## src/rtl/network_sink_if.sv

```systemverilog
// Handshake bundle between the network core (net_*) and the host-link transport (snk_*).
// The sink block uses the slave view; whoever drives the network and the link uses the master view.
interface network_sink_if #(
  parameter int NUM_OUT   = 8,
  parameter int SNK_WIDTH = 2 + $clog2(NUM_OUT + 1)
);
  logic                 net_valid;
  logic                 net_ready;
  logic [NUM_OUT-1:0]   net_out;
  logic                 snk_valid;
  logic                 snk_ready;
  logic [SNK_WIDTH-1:0] snk;

  modport master (
    output net_valid, net_out, snk_ready,
    input  net_ready, snk_valid, snk
  );

  modport slave (
    input  net_valid, net_out, snk_ready,
    output net_ready, snk_valid, snk
  );
endinterface

```

## src/rtl/network_sink.sv

```systemverilog
// Serializes one captured network output vector into SPK packets (ascending index)
// followed by a single CYC packet carrying the number of spikes.
module network_sink #(
  parameter  int NUM_OUT   = 8,
  parameter  int OPC_WIDTH = 2,
  localparam int PLD_WIDTH = $clog2(NUM_OUT + 1),
  localparam int SNK_WIDTH = OPC_WIDTH + PLD_WIDTH
) (
  input  logic            clk,
  input  logic            rst,
  network_sink_if.slave   bus
);

  localparam logic [OPC_WIDTH-1:0] OPC_SPK = OPC_WIDTH'(1);
  localparam logic [OPC_WIDTH-1:0] OPC_CYC = OPC_WIDTH'(2);

  typedef enum logic [1:0] {
    IDLE = 2'd0,
    SCAN = 2'd1,
    DONE = 2'd2
  } state_t;

  state_t               state_q, state_d;
  logic [NUM_OUT-1:0]   pending_q, pending_d;
  logic [PLD_WIDTH-1:0] count_q, count_d;
  logic [SNK_WIDTH-1:0] snk_p0, snk_d;
  logic                 vld_p0, vld_d;
  logic                 net_ready;

  // Priority encoder: lowest set index wins.
  function automatic logic [PLD_WIDTH-1:0] lowest_idx(input logic [NUM_OUT-1:0] v);
    lowest_idx = '0;
    for (int i = NUM_OUT - 1; i >= 0; i--) begin
      if (v[i]) lowest_idx = PLD_WIDTH'(i);
    end
  endfunction

  assign net_ready     = (state_q == IDLE) && !rst;
  assign bus.net_ready = net_ready;
  assign bus.snk       = snk_p0;
  assign bus.snk_valid = vld_p0;

  always_comb begin
    state_d   = state_q;
    pending_d = pending_q;
    count_d   = count_q;
    unique case (state_q)
      IDLE: begin
        if (bus.net_valid && net_ready) begin
          pending_d = bus.net_out;
          count_d   = '0;
          state_d   = (bus.net_out != '0) ? SCAN : DONE;
        end
      end
      SCAN: begin
        if (bus.snk_ready) begin
          // Dropping the lowest set bit retires exactly the index just sent.
          pending_d = pending_q & (pending_q - NUM_OUT'(1));
          count_d   = count_q + PLD_WIDTH'(1);
          if (pending_d == '0) state_d = DONE;
        end
      end
      DONE: begin
        if (bus.snk_ready) state_d = IDLE;
      end
      default: state_d = IDLE;
    endcase

    // Packet is built from the next state so it appears the cycle after each transition.
    snk_d = '0;
    vld_d = 1'b0;
    unique case (state_d)
      SCAN: begin
        snk_d = {OPC_SPK, lowest_idx(pending_d)};
        vld_d = 1'b1;
      end
      DONE: begin
        snk_d = {OPC_CYC, count_d};
        vld_d = 1'b1;
      end
      default: begin
        snk_d = '0;
        vld_d = 1'b0;
      end
    endcase
  end

  // Stage p0: registered packet output and scan state.
  always_ff @(posedge clk) begin
    if (rst) begin
      state_q   <= IDLE;
      pending_q <= '0;
      count_q   <= '0;
      snk_p0    <= '0;
      vld_p0    <= 1'b0;
    end else begin
      state_q   <= state_d;
      pending_q <= pending_d;
      count_q   <= count_d;
      snk_p0    <= snk_d;
      vld_p0    <= vld_d;
    end
  end

endmodule

```

## src/flat_wrapper.sv

```systemverilog
// flat-port wrapper written by rule: the top's interface ports become plain ports
module network_sink_flat 
#(
  parameter  int NUM_OUT   = 8,
  parameter  int OPC_WIDTH = 2,
  localparam int PLD_WIDTH = $clog2(NUM_OUT + 1),
  localparam int SNK_WIDTH = OPC_WIDTH + PLD_WIDTH
)
  (clk, rst, bus_net_valid, bus_net_out, bus_snk_ready, bus_net_ready, bus_snk_valid, bus_snk);
  network_sink_if #(.NUM_OUT(NUM_OUT)) bus_i ();
  input  logic clk;
  input  logic rst;
  input wire logic [$bits(bus_i.net_valid)-1:0] bus_net_valid;
  input wire logic [$bits(bus_i.net_out)-1:0] bus_net_out;
  input wire logic [$bits(bus_i.snk_ready)-1:0] bus_snk_ready;
  output wire logic [$bits(bus_i.net_ready)-1:0] bus_net_ready;
  output wire logic [$bits(bus_i.snk_valid)-1:0] bus_snk_valid;
  output wire logic [$bits(bus_i.snk)-1:0] bus_snk;
  assign bus_i.net_valid = bus_net_valid;
  assign bus_i.net_out = bus_net_out;
  assign bus_i.snk_ready = bus_snk_ready;
  assign bus_net_ready = bus_i.net_ready;
  assign bus_snk_valid = bus_i.snk_valid;
  assign bus_snk = bus_i.snk;
  network_sink #(.NUM_OUT(NUM_OUT), .OPC_WIDTH(OPC_WIDTH)) u_core (.clk(clk), .rst(rst), .bus(bus_i));
endmodule
```

## config.mk

```make
export PLATFORM = sky130hd
export DESIGN_NAME = network_sink_flat
export DESIGN_NICKNAME = d
export VERILOG_FILES = /design/src/rtl/network_sink_if.sv /design/src/rtl/network_sink.sv /design/src/flat_wrapper.sv
export SDC_FILE = /design/constraint.sdc
export NUM_CORES = 1
export LEC_CHECK = 0
export ABC_AREA = 1
export BUFFER_PORTS_ARGS = -buffer_cell sky130_fd_sc_hd__buf_2
export CAP_MARGIN = 10
export CORE_MARGIN = 8
export CORE_UTILIZATION = 54
export DETAILED_ROUTE_END_ITERATION = 7
export PLACE_DENSITY = 0.75
export SYNTH_ARGS = -nofsm -noshare
export SYNTH_HDL_FRONTEND = slang
export SYNTH_SLANG_ARGS = --single-unit
```

## constraint.sdc

```tcl
create_clock -name clk -period 2.9 [get_ports clk]
set_clock_uncertainty 0.15 [all_clocks]
set_input_delay 0.435 -clock clk [delete_from_list [all_inputs] [get_ports clk]]
set_output_delay 0.435 -clock clk [all_outputs]
set_load 0.005 [all_outputs]
```

==> results of run 1 <==
## per-stage QoR
step	util, %	hold WS [ns]	setup slack [ns]	instances	power (mW)
global route	62.43	0.3575	0.08216	228	0.6467
global placement	61.15	0.3977	0.5716	224	0.4667
CTS	62.43	0.3352	0.4136	228	0.6114
floorplan	-	0.3598	0.6963	178	0.4273
detailed placement	61.15	0.3876	0.4573	224	0.4695
finish	62.43	0.3297	0.4072	228	0.6089
## kinds of logic (layout without fill, tap and decap cells)
family	Yosys count	after routing	synth area share, %
xor gates and xnor gates	1	1	0.7370
and+or+nand+nor	99	99	37.05
adders and majority gates	4	4	4.211
buffers and inverters	31	53	10.53
AOI/OAI and AO/OA	22	22	12.11
DFF	21	21	35.37
## layout make-up
cell class / instances / area, um^2
fill: 219 / 807.0
multi-input combinational: 126 / 643.1
sequential: 21 / 420.4
timing repair buffer: 21 / 110.1
inverter: 28 / 105.1
tap: 28 / 35.03
clock buffer: 3 / 22.52
clock inverter: 1 / 5.005
## layer usage
layer,track usage [%],vias to the layer above,wire length (um)
met3,3.943,4,184
met5,0,-,0
met1,17.81,516,1320
met2,23.82,39,1326
li1,-,607,-
met4,6.553,0,36
## worst min-delay path, cell delays in order
cell and delay (ns):
sky130_fd_sc_hd__buf_2 0.09, sky130_fd_sc_hd__inv_1 0.06, sky130_fd_sc_hd__a21oi_1 0.08, sky130_fd_sc_hd__inv_1 0.06, sky130_fd_sc_hd__nor2_1 0.04
## power by group through the flow
stage	Clock [mW]	Sequential, mW	Combinational, mW
floorplan	0	0.319	0.108
global placement	0	0.320	0.146
detailed placement	0	0.321	0.149
CTS	0.147	0.315	0.149
global route	0.160	0.317	0.170
finish	0.145	0.315	0.149
## cells in the mapped netlist (all sizes together)
library cell | instances | area (um^2)
a211oi | 1 | 12.51
a21oi | 2 | 10.01
a31o | 1 | 8.760
a32oi | 1 | 8.760
buf | 3 | 20.01
dfxtp | 21 | 420.4
ha | 4 | 50.05
inv | 28 | 105.1
nand2 | 41 | 161.4
nand3 | 15 | 80.08
nand3b | 1 | 7.510
nand4 | 5 | 31.28
nor2 | 35 | 146.4
nor3b | 1 | 7.510
o211ai | 2 | 15.01
o21ai | 14 | 81.33
o21bai | 1 | 7.510
or2 | 1 | 6.260
xnor2 | 1 | 8.760
## sequential cells by signal (all words and copies together) (netlist names)
name and count:
u_core.pending_q 8, u_core.bus.snk 6, u_core.count_q 4, u_core.state_q 2
u_core.bus.snk_valid 1
## path summary, 6_finish.rpt
path / from / endpoint / slack (ns) / cells after the start
worst max-delay path: u_core.pending_q[0] / u_core.bus.snk[2] / 0.41 / 15
worst min-delay path: bus_net_out[2] / u_core.pending_q[2] / 0.33 / 5
worst max register to register: u_core.pending_q[0] / u_core.bus.snk[2] / 0.41 / 15
worst min register to register: u_core.count_q[3] / u_core.count_q[3] / 0.40 / 3
==> impl_metrics.csv, run 1 <==
group,metric,value,unit
grt,track_usage,14.79,%
hold_path,hold_class,"in2reg",
detailed_routing,avgViaCountPerCell,5.114,
finish,post_route_cells_drive_above_1_share,20.50,%
power_and_ir_drop,pwr_density_cell,453.9,mW/mm^2
power_and_ir_drop,power.switching_fraction,33.05,%
detailed_routing,detail-route-antenna-nets,0,
grt,maximum_number_of_pins_on_one_net_before_global_route_repair,19,
yosys,synth.lib_cells_used.distinct,28,
timing,finalSetupTns,0,ns
yosys,netlist_area_before_placement,0.001189,mm^2
worst_setup_path,timing.critical_path.slowest_cell_delay,0.36,ns
clocking,cts_hold_buf,0,
place,io_buffers,19,
timing,post-route-period-util,85.96,%
detailed_routing,detail_route.iter0.violations,63,
timing,worst_pin_slew,0.3197,ns
finish,antenna_cells,0,
timing,finalMaxSlewViolations,0,
grt,grt_remaining_overflow,0,
worst_setup_path,timing.critical_path.max_delay_family,"simple AND/OR/NAND/NOR gates",
timing,rsz_0062_raised_after_global_routing,"no",
floorplanning,floorplan.io_pins,20,
clocking,cts-buffers-inserted,3,
yosys,synthesis.nets,194,
clocking,cts.root.buffer_cell,"sky130_fd_sc_hd__clkbuf_4",
power_and_ir_drop,internal_power,0.4076,mW
detailed_routing,totalWireLength,2868,um
timing,setup_viol_count_final,0,
place,routabilityCongestion,0.9609,
clocking,clock_latency,0.31,ns
finish,fin_nets,217,
power_and_ir_drop,p_comb_share,24.5,%
yosys,synth-warning-count,0,
grt,first_global_vias,1119,
place,place_area,0.001314,mm^2
yosys,mapped_cells,178,
detailed_routing,firstDrtPassIters,5,
worst_setup_path,timing.critical_path.from_type,"flop",
floorplanning,floorplan.initialDensity,55.33,%
clocking,ctsLongestPathBuffers,2,
timing,max_freq,401.2,MHz
worst_setup_path,timing.critical_path.to_type,"flop",
power_and_ir_drop,p_leak,0.6692,nW
clocking,post-cts-setup-buffer-count,0,
worst_setup_path,cp_cell_sequence,"nor2_2, nand2_2, nand2_1, nand3_1, a211oi_2, nand3_1, nand3_1, nand2_1, inv_1, ha_1, nor2_1, inv_1, nor2_1, inv_1, o21ai_0",
finish,mostFrequentLayoutCell,"sky130_fd_sc_hd__nand2_1",
power_and_ir_drop,vdd_ir_drop_max,0.0002764,V
worst_setup_path,worst_path_max_delay_cell,"sky130_fd_sc_hd__dfxtp_1",
power_and_ir_drop,p_sw,0.2012,mW
worst_setup_path,worstSetupPathType,"reg2reg",
detailed_routing,avgRoutedWirePerCell,12.58,um
worst_setup_path,critPathArrivalTime,2.59,ns
timing,post-route-min-period,2.493,ns
job,cap_violations,0,
floorplanning,die_outline_area,0.003958,mm^2
outcome,run_status,"completed",
yosys,avgSynthCellArea,6.678,um^2
grt,grt_antenna_before_repair,0,
timing,timing.slew.headroom,78.46,%
floorplanning,die-width,62.92,um
grt,global_route_wire_length_before_repair,4843,um
finish,post_layout_instance_area,0.001341,mm^2
power_and_ir_drop,clockPowerShare,23.8,%
place,hpwlAfterDp,2265,um
yosys,ys_ff_latch,21,
floorplanning,core-area,0.002148,mm^2
clocking,htreeDepth,1,
worst_setup_path,critPathBufInv,3,
clocking,clk_pin_slew_worst_paths,0.12,ns
clocking,cts_tree,"yes",
finish,growth_of_design_area_from_synthesis_to_finish,12.84,%
clocking,cts-resized-gates,0,
power_and_ir_drop,register_share_of_total_power,51.7,%
finish,layout_common_cells,"sky130_fd_sc_hd__nand2_1 (38), sky130_fd_sc_hd__nor2_1 (31), sky130_fd_sc_hd__inv_1 (26)",
worst_setup_path,path_max_fanout,6,
timing,finalHoldViolations,0,
worst_setup_path,critPathRequiredTime,3.00,ns
detailed_routing,routed-via-count,1166,
detailed_routing,route.detailed.drc,0,
yosys,ys_seq_area_share,35.37,%
floorplanning,die_height,62.92,um
clocking,tritoncts_num_sinks,21,
floorplanning,number_of_core_rows,17,
(Power assumes the default switching activity.)
==> run 2: changes to the inputs <==
--- a/config.mk
+++ b/config.mk
@@ -6,12 +6,12 @@
 export NUM_CORES = 1
 export LEC_CHECK = 0
 export ABC_AREA = 1
-export BUFFER_PORTS_ARGS = -buffer_cell sky130_fd_sc_hd__buf_2
 export CAP_MARGIN = 10
 export CORE_MARGIN = 8
-export CORE_UTILIZATION = 54
+export CORE_UTILIZATION = 60
 export DETAILED_ROUTE_END_ITERATION = 7
-export PLACE_DENSITY = 0.75
+export DONT_BUFFER_PORTS = 1
+export PLACE_DENSITY = 0.74
 export SYNTH_ARGS = -nofsm -noshare
 export SYNTH_HDL_FRONTEND = slang
 export SYNTH_SLANG_ARGS = --single-unit
==> run 2 against run 1 <==
Net effect:
- global-route usage rose by 1.9 points
- setup slack got worse by 0.090 ns
- register-to-register slack got worse by 0.09 ns
- worst hold slack got worse by 0.30 ns
- total power fell by 3.1%
- routed wire length fell by 6.0%
- clock power barely moved
- clock-buffer cell count did not move
- flip-flop and latch count did not move
- largest cell class unchanged
- non-clock buffer count fell by 20
- critical path type unchanged
- via count fell by 6.2%
- utilization rose by 2.1 points
==> impl_metrics.csv, run 2 (same netlist as run 1, synthesis figures left out) <==
group,metric,value,unit
outcome,run_status,"completed",
power_and_ir_drop,p_leak,0.5787,nW
clocking,clk_pin_slew_worst_paths,0.12,ns
job,cap_violations,0,
floorplanning,core-area,0.001922,mm^2
timing,max_freq,387.2,MHz
finish,fin_nets,197,
hold_path,hold_class,"in2reg",
grt,maximum_number_of_pins_on_one_net_before_global_route_repair,20,
worst_setup_path,reg2regPathDepth,15,
finish,multi_input_comb_area,645.6,um^2
finish,post_layout_instance_area,0.001240,mm^2
worst_setup_path,timing.critical_path.from_type,"flop",
timing,post-route-period-util,89.06,%
grt,first_global_vias,1084,
power_and_ir_drop,p_sw,0.1913,mW
floorplanning,die_outline_area,0.003661,mm^2
worst_setup_path,worst-r2r-setup-slack,0.32,ns
clocking,cts-buffers-inserted,3,
detailed_routing,totalWireLength,2695,um
power_and_ir_drop,p_comb_share,22.3,%
worst_setup_path,critPathRequiredTime,2.98,ns
worst_setup_path,cp-endpoint,"u_core.bus.snk[1]",
floorplanning,floorplan.initialDensity,61.85,%
place,place_area,0.001210,mm^2
detailed_routing,route.detailed.drc,0,
power_and_ir_drop,clockPowerShare,24.1,%
finish,register_area,420.4,um^2
detailed_routing,avgRoutedWirePerCell,13.02,um
timing,setup_viol_count_final,0,
grt,global_route_wire_length_before_repair,4650,um
detailed_routing,firstDrtPassIters,5,
grt,grt_antenna_before_repair,0,
clocking,clock_latency,0.31,ns
detailed_routing,routed-via-count,1094,
floorplanning,number_of_core_rows,16,
hold_path,timing.hold.worst_path_depth,1,
clocking,cts.root.buffer_cell,"sky130_fd_sc_hd__clkbuf_4",
power_and_ir_drop,pwr_density_cell,476.1,mW/mm^2
floorplanning,floorplan.io_pins,20,
clocking,ctsLongestPathBuffers,2,
finish,top_register,"u_core.pending_q",
clocking,htreeDepth,1,
place,routabilityCongestion,0.8703,
worst_setup_path,worstSetupPathType,"reg2reg",
finish,layout_common_cells,"sky130_fd_sc_hd__nand2_1 (38), sky130_fd_sc_hd__nor2_1 (30), sky130_fd_sc_hd__inv_1 (26)",
finish,largest_register_ff_count,8,
place,io_buffers,0,
detailed_routing,detail-route-antenna-nets,0,
finish,antenna_cells,0,
worst_setup_path,critPathArrivalTime,2.67,ns
floorplanning,die-width,60.51,um
detailed_routing,avgViaCountPerCell,5.285,
power_and_ir_drop,power.switching_fraction,32.40,%
timing,finalHoldViolations,0,
timing,post-route-min-period,2.583,ns
timing,finalMaxSlewViolations,0,
timing,worst_pin_slew,0.3436,ns
detailed_routing,detail_route.iter0.violations,61,
worst_setup_path,worst_setup_path_startpoint,"u_core.pending_q[0]",
timing,timing.slew.headroom,76.85,%
clocking,cts_tree,"yes",
timing,rsz_0062_raised_after_global_routing,"no",
floorplanning,die_height,60.51,um
finish,growth_of_design_area_from_synthesis_to_finish,4.316,%
place,hpwlAfterDp,2123,um
power_and_ir_drop,internal_power,0.3990,mW
grt,track_usage,16.67,%
worst_setup_path,path_max_fanout,6,
finish,post_route_cells_drive_above_1_share,12.22,%
worst_setup_path,timing.critical_path.to_type,"flop",
power_and_ir_drop,vdd_ir_drop_max,0.0003924,V
finish,mostFrequentLayoutCell,"sky130_fd_sc_hd__nand2_1",
power_and_ir_drop,register_share_of_total_power,53.6,%
worst_setup_path,worstReg2RegEnd,"u_core.bus.snk[1]",
grt,grt_remaining_overflow,0,
finish,number_of_fill_cells,208,
worst_setup_path,reg2reg_from,"u_core.pending_q[0]",
clocking,tritoncts_num_sinks,21,
timing,finalSetupTns,0,ns
==> run 2: how the worst min path moves through the flow <==
stage,slack [ns],endpoint,start
floorplan,0.36,u_core.bus.snk[3],u_core.count_q[3]
global placement,0.36,u_core.count_q[0],rst
detailed placement,0.36,u_core.count_q[0],rst
CTS,0.02,u_core.bus.snk[5],rst
global route,0.002,u_core.bus.snk[4],rst
finish,0.03,u_core.state_q[1],rst
==> run 2: critical path, cell delays in order, from the launching register on <==
cell                       delay (ns)
sky130_fd_sc_hd__dfxtp_1         0.38
sky130_fd_sc_hd__nor2_2          0.25
sky130_fd_sc_hd__nand2_2         0.12
sky130_fd_sc_hd__nand2_1         0.08
sky130_fd_sc_hd__nand3_1         0.07
sky130_fd_sc_hd__a211oi_2        0.18
sky130_fd_sc_hd__nand3_1         0.10
sky130_fd_sc_hd__nand3_1         0.08
sky130_fd_sc_hd__nand2_1         0.07
sky130_fd_sc_hd__inv_1           0.10
sky130_fd_sc_hd__ha_1            0.25
sky130_fd_sc_hd__nor2_2          0.19
sky130_fd_sc_hd__inv_1           0.08
sky130_fd_sc_hd__nor2_1          0.13
sky130_fd_sc_hd__inv_1           0.09
sky130_fd_sc_hd__o21ai_0         0.19
==> run 2: final cells by class <==
class	instances	share of cell area [%]
Inverter	28	8.476
Tap cell	27	2.725
Sequential cell	21	33.91
Clock buffer	3	1.816
Multi-Input combinational cell	126	52.07
Timing Repair Buffer	1	0.6054
Clock inverter	1	0.4036
==> run 2: power by group through the flow <==
stage	sequential [mW]	clock (mW)	combinational, mW
after floorplan	0.319	0	0.108
after global placement	0.322	0	0.125
after detailed placement	0.323	0	0.129
after CTS	0.316	0.149	0.129
after global routing	0.318	0.164	0.152
final	0.316	0.142	0.132
==> run 2: through the flow <==
step                hold slack (ns)  worst slack [ns]  total power, mW  util (%)  std cells
floorplan                    0.3598            0.6963           0.4273         -        178
global placement             0.3589            0.5318           0.4475     62.96        203
detailed placement           0.3608            0.2970           0.4513     62.96        203
CTS                         0.01808            0.2528           0.5943     64.39        207
global route               0.001760           0.01114           0.6340     64.52        207
finish                      0.02875            0.3172           0.5903     64.52        207
==> run 2: routing by layer <==
layer	GRT usage, %	wire length (um)
met1	19.83	1230
met2	27.59	1240
met3	4.661	178
met4	6.645	46
met5	0	0
==> run 2: what timing repair did <==
action / CTS / global route
setup buffers: 0 / 0
hold buffers: 0 / 0
setup endpoints to repair: 0 / 2
resized for setup: 0 / 1
hold endpoints to repair: 0 / 0
